<file path="config.mk">
export PLATFORM = sky130hd
export DESIGN_NAME = fb_write_arbiter
export DESIGN_NICKNAME = d
export VERILOG_FILES = /design/src/rtl/fb_write_arbiter.sv
export SDC_FILE = /design/constraint.sdc
export NUM_CORES = 1
export LEC_CHECK = 0
export BUFFER_PORTS_ARGS = -buffer_cell sky130_fd_sc_hd__buf_2
export CAP_MARGIN = 10
export CORE_MARGIN = 10
export CORE_UTILIZATION = 25
export CTS_CLUSTER_DIAMETER = 60
export CTS_CLUSTER_SIZE = 25
export DETAILED_ROUTE_END_ITERATION = 12
export HOLD_SLACK_MARGIN = 0.03
export SKIP_CTS_REPAIR_TIMING = 1
export SYNTH_ARGS = -nofsm -noshare
export SYNTH_HDL_FRONTEND = slang
export SYNTH_SLANG_ARGS = --single-unit
</file>
<file path="constraint.sdc">
create_clock -name clk -period 2.8 [get_ports clk]
set_input_delay 0.28 -clock clk [delete_from_list [all_inputs] [get_ports clk]]
set_output_delay 0.28 -clock clk [all_outputs]
set_load 0.03 [all_outputs]
</file>
<file path="src/rtl/fb_write_arbiter.sv">
// rtl/fb_write_arbiter.sv - round-robin two-requester burst arbiter for frame-buffer port A writes
// Grants whole bursts, registers accepted beats onto the port, flags out-of-range and stalled bursts.
module fb_write_arbiter #(
  parameter int ADDR_W   = 17,
  parameter int DATA_W   = 24,
  parameter int FB_DEPTH = 76800,
  parameter int TIMEOUT  = 255
) (
  input  logic              clk,
  input  logic              rst_n,
  input  logic              map_req,
  input  logic [ADDR_W-1:0] map_addr,
  input  logic [DATA_W-1:0] map_data,
  input  logic              map_last,
  output logic              map_rdy,
  input  logic              spr_req,
  input  logic [ADDR_W-1:0] spr_addr,
  input  logic [DATA_W-1:0] spr_data,
  input  logic              spr_last,
  output logic              spr_rdy,
  input  logic              frame_lock,
  input  logic              clr_err,
  output logic              fb_we,
  output logic [ADDR_W-1:0] fb_addr,
  output logic [DATA_W-1:0] fb_data,
  output logic              busy,
  output logic              oob_err,
  output logic              to_err
);

  typedef enum logic [1:0] {IDLE, GNT_MAP, GNT_SPR} state_t;

  localparam logic [ADDR_W:0] DEPTH_C   = (ADDR_W+1)'(FB_DEPTH);
  localparam logic [7:0]      TIMEOUT_C = 8'(TIMEOUT);

  state_t            state_q;
  logic              rr_spr_q;
  logic [7:0]        idle_cnt_q;
  logic [7:0]        idle_cnt_d;
  logic              gnt_map;
  logic              cur_req;
  logic              oth_req;
  logic [ADDR_W-1:0] cur_addr;
  logic [DATA_W-1:0] cur_data;
  logic              cur_last;
  logic              accept;
  logic              in_range;
  logic              timeout_hit;

  always_comb begin
    gnt_map     = (state_q == GNT_MAP);
    map_rdy     = gnt_map && map_req;
    spr_rdy     = (state_q == GNT_SPR) && spr_req;
    cur_req     = gnt_map ? map_req  : spr_req;
    oth_req     = gnt_map ? spr_req  : map_req;
    cur_addr    = gnt_map ? map_addr : spr_addr;
    cur_data    = gnt_map ? map_data : spr_data;
    cur_last    = gnt_map ? map_last : spr_last;
    accept      = map_rdy | spr_rdy;
    in_range    = {1'b0, cur_addr} < DEPTH_C;
    idle_cnt_d  = idle_cnt_q + 8'd1;
    timeout_hit = (state_q != IDLE) && !cur_req && (idle_cnt_d == TIMEOUT_C);
  end

  assign busy = (state_q != IDLE);

  always_ff @(posedge clk or negedge rst_n) begin
    if (!rst_n) begin
      state_q    <= IDLE;
      rr_spr_q   <= 1'b0;
      idle_cnt_q <= '0;
      fb_we      <= 1'b0;
      fb_addr    <= '0;
      fb_data    <= '0;
      oob_err    <= 1'b0;
      to_err     <= 1'b0;
    end else begin
      fb_we <= 1'b0;
      if (accept && in_range) begin
        fb_we   <= 1'b1;
        fb_addr <= cur_addr;
        fb_data <= cur_data;
      end

      // Set has priority over clear so an error in the clearing cycle is not lost.
      if (accept && !in_range) oob_err <= 1'b1;
      else if (clr_err)        oob_err <= 1'b0;
      if (timeout_hit)         to_err  <= 1'b1;
      else if (clr_err)        to_err  <= 1'b0;

      case (state_q)
        IDLE: begin
          idle_cnt_q <= '0;
          if (!frame_lock) begin
            if (map_req && (!spr_req || !rr_spr_q)) state_q <= GNT_MAP;
            else if (spr_req)                        state_q <= GNT_SPR;
          end
        end
        default: begin
          if (accept) begin
            idle_cnt_q <= '0;
            if (cur_last) begin
              rr_spr_q <= gnt_map;
              if (oth_req && !frame_lock) state_q <= gnt_map ? GNT_SPR : GNT_MAP;
              else                        state_q <= IDLE;
            end
          end else if (timeout_hit) begin
            idle_cnt_q <= '0;
            rr_spr_q   <= gnt_map;
            state_q    <= IDLE;
          end else begin
            idle_cnt_q <= idle_cnt_d;
          end
        end
      endcase
    end
  end

endmodule

</file>
==> impl_metrics.csv <==
group,metric,value,unit
worst_setup_path,rr_worst_depth,6,
clock_tree,cts.sinks,55,
logic_synthesis,synthArstFlopShare,1.00,
logic_synthesis,synthCells,270,
route,firstDrtPassIters,4,
floorplan,row_count,38,
logic_synthesis,syn_area,2750,um2
place,place_area,3590,um2
clock_tree,numCtsBuffers,5,
clock_tree,tritoncts,"done",
route,num_vias,2528,
place,hpwlAfterDp,6640,um
sta,setup_violations,0,
clock_tree,clock_path_buffers,2,
sta,finalCriticalPeriod,2350,ps
sta,rsz0062_at_grt,"no",
layout,nets,492,
worst_setup_path,cp-end-kind,"register",
pwr,ir_worst_vdd,461,uV
pwr,finalPower,4.37,mW
worst_setup_path,start_kind,"register",
layout,area_growth,34.9,%
pwr,powerDensity,1180,nW/um2
worst_setup_path,crit_arrival,2550,ps
global_routing,grt_pass1_vias,2763,
logic_synthesis,yosys_warnings,0,
worst_setup_path,crit_type,"register to register",
logic_synthesis,synth_seq_cells,55,
run,drv_cap,0,
global_routing,grt_pass1_wl,14000,um
sta,hold_ws,142,ps
sta,slew_violations,0,
logic_synthesis,synth_flop_cell,"dfrtp_1",
layout,final_util,0.344,
sta,timing.final.crit_share,0.840,
sta,tns,0,ps
route,viasPerCell,4.66,
logic_synthesis,synth_commonest_cells,"a21oi_1, dfrtp_1, mux2i_1, nor2_1, clkbuf_1",
layout,multiInputGateArea,1280,um2
sta,max_slew_margin,0.305,
route,drt-wirelength-per-cell,16.0,um
layout,stdcell_count,543,
logic_synthesis,ys_types,35,
clock_tree,h-tree-depth,2,
worst_setup_path,crit_chain,"nor2b_4, mux2i_1, a31oi_1, o21bai_4, and2_2, mux2_1",
logic_synthesis,synth_area_leaders,"dfrtp_1, mux2i_1, a21oi_1, xor2_1, nor2_1",
global_routing,overflow,0,
place,port_buffers,136,
layout,seq_area,1380,um2
worst_setup_path,crit_path_max_fanout,15,
place,gp_congestion,0.778,
route,wirelength,8710,um
clock_tree,clkTransAtPathRegs,110,ps
sta,finalHoldViolCount,0,
floorplan,die_area,15600,um2
clock_tree,insertion_delay,310,ps
layout,drive_gt1_frac,0.394,
sta,fmax,425,MHz
pwr,cellLeakagePower,1.75,nW
logic_synthesis,syn-num-nets,362,
run_status,outcome,"complete, no violations",
route,drc,0,
global_routing,grtUsageTotal,0.107,
sta,fin_ws,448,ps
global_routing,antenna_found_initial,3,
route,ant_nets,0,
worst_setup_path,cpPeakStageDelay,490,ps
floorplan,dieWidth,125,um
logic_synthesis,yosysMostFrequentCell,"a21oi_1",
floorplan,core,10800,um2
logic_synthesis,syn_area_per_cell,10.2,um2
logic_synthesis,ys_seq_area_frac,0.500,
layout,fillerInstances,1110,
logic_synthesis,synth_area_leader_cell,"dfrtp_1",
floorplan,io_pins,137,
global_routing,grt_max_degree,46,
floorplan,start_util,0.255,
logic_synthesis,synth_edf_count,0,
place,placedCellCount,533,
sta,worst_pin_slew,1040,ps
sta,worst_clock_skew,15.7,ps
floorplan,floorplan.die.height,125,um
clock_tree,ctsRootBufferMaster,"clkbuf_8",
logic_synthesis,synth_top_area_share,0.500,
place,dp_slack,451,ps
worst_setup_path,cpMaxStageDelayCell,"dfrtp_1",
route,drt_iter0_markers,151,
min_path,hp-class,"input port to async pin",
worst_setup_path,required,2990,ps
layout,stdcell_area,3710,um2
## where the power goes
group,switching [mW],total [mW],internal (mW)
clock,0.269,0.536,0.267
combinational,1.62,2.46,0.834
sequential,0.227,1.37,1.14
## area by class of cell
cell class,instances,area share
sequential,55,0.371
multi-input combinational,190,0.345
timing repair buffer,142,0.199
tap,140,0.0472
clock buffer,5,0.0185
clock inverter,3,0.0118
inverter,6,0.00607
antenna,2,0.00135
## flip-flops by register name, indices dropped and copies added (netlist names)
register    flops
idle_cnt_q      8
to_err          1
fb_we           1
fb_data        24
state_q         2
oob_err         1
fb_addr        17
rr_spr_q        1
## per-layer routing
layer,vias up,GRT usage,part of all wire
met5,-,0,0.0015
li1,1232,-,-
met2,83,0.181,0.48
met1,1200,0.123,0.43
met3,11,0.0434,0.073
met4,2,0.0257,0.013
## final timing paths
| check | startpoint | end | slack (ps) |
|---|---|---|---|
| worst max-delay path | state_q[0]$_DFFE_PN0P_ | fb_addr[11]$_DFFE_PN0P_ | 450 |
| worst min-delay path | rst_n | rr_spr_q$_DFFE_PN0P_ | 140 |
| worst max register to register | state_q[0]$_DFFE_PN0P_ | fb_addr[11]$_DFFE_PN0P_ | 450 |
| worst min register to register | fb_addr[11]$_DFFE_PN0P_ | fb_addr[11]$_DFFE_PN0P_ | 500 |
| max in group asynchronous | rst_n | fb_we$_DFF_PN0_ | 1900 |
| min in group clk | clr_err | to_err$_DFFE_PN0P_ | 160 |
## critical path, delay by kind of cell, from the launching register on
kind | cells | cell delay (ps)
AND/OR/NAND/NOR | 2 | 780
multiplexers | 2 | 660
flip-flops | 1 | 490
AO/OA/AOI/OAI | 2 | 300
## cell usage in the layout, fill, tap and decap left out, types with 4 or more instances in the layout
| cell type | n |
|---|---|
| buf_2 | 136 |
| dfrtp_1 | 55 |
| nand3_1 | 6 |
| clkbuf_8 | 5 |
| a21oi_1 | 81 |
| buf_4 | 5 |
| inv_1 | 6 |
| nor2b_1 | 4 |
| o21ai_0 | 4 |
| mux2i_1 | 41 |
| nor2_1 | 11 |
| nand2_1 | 6 |
| xor2_1 | 6 |
## kinds of logic after synthesis
logic type | count (synthesis) | share of synthesized area
compound gates | 97 | 0.190
simple gates | 40 | 0.0755
buf+inv | 25 | 0.0405
mux | 45 | 0.166
fa+ha+maj | 2 | 0.00910
flops | 55 | 0.500
xor+xnor | 6 | 0.0191
Note: power is estimated with default switching activity, not from simulation.
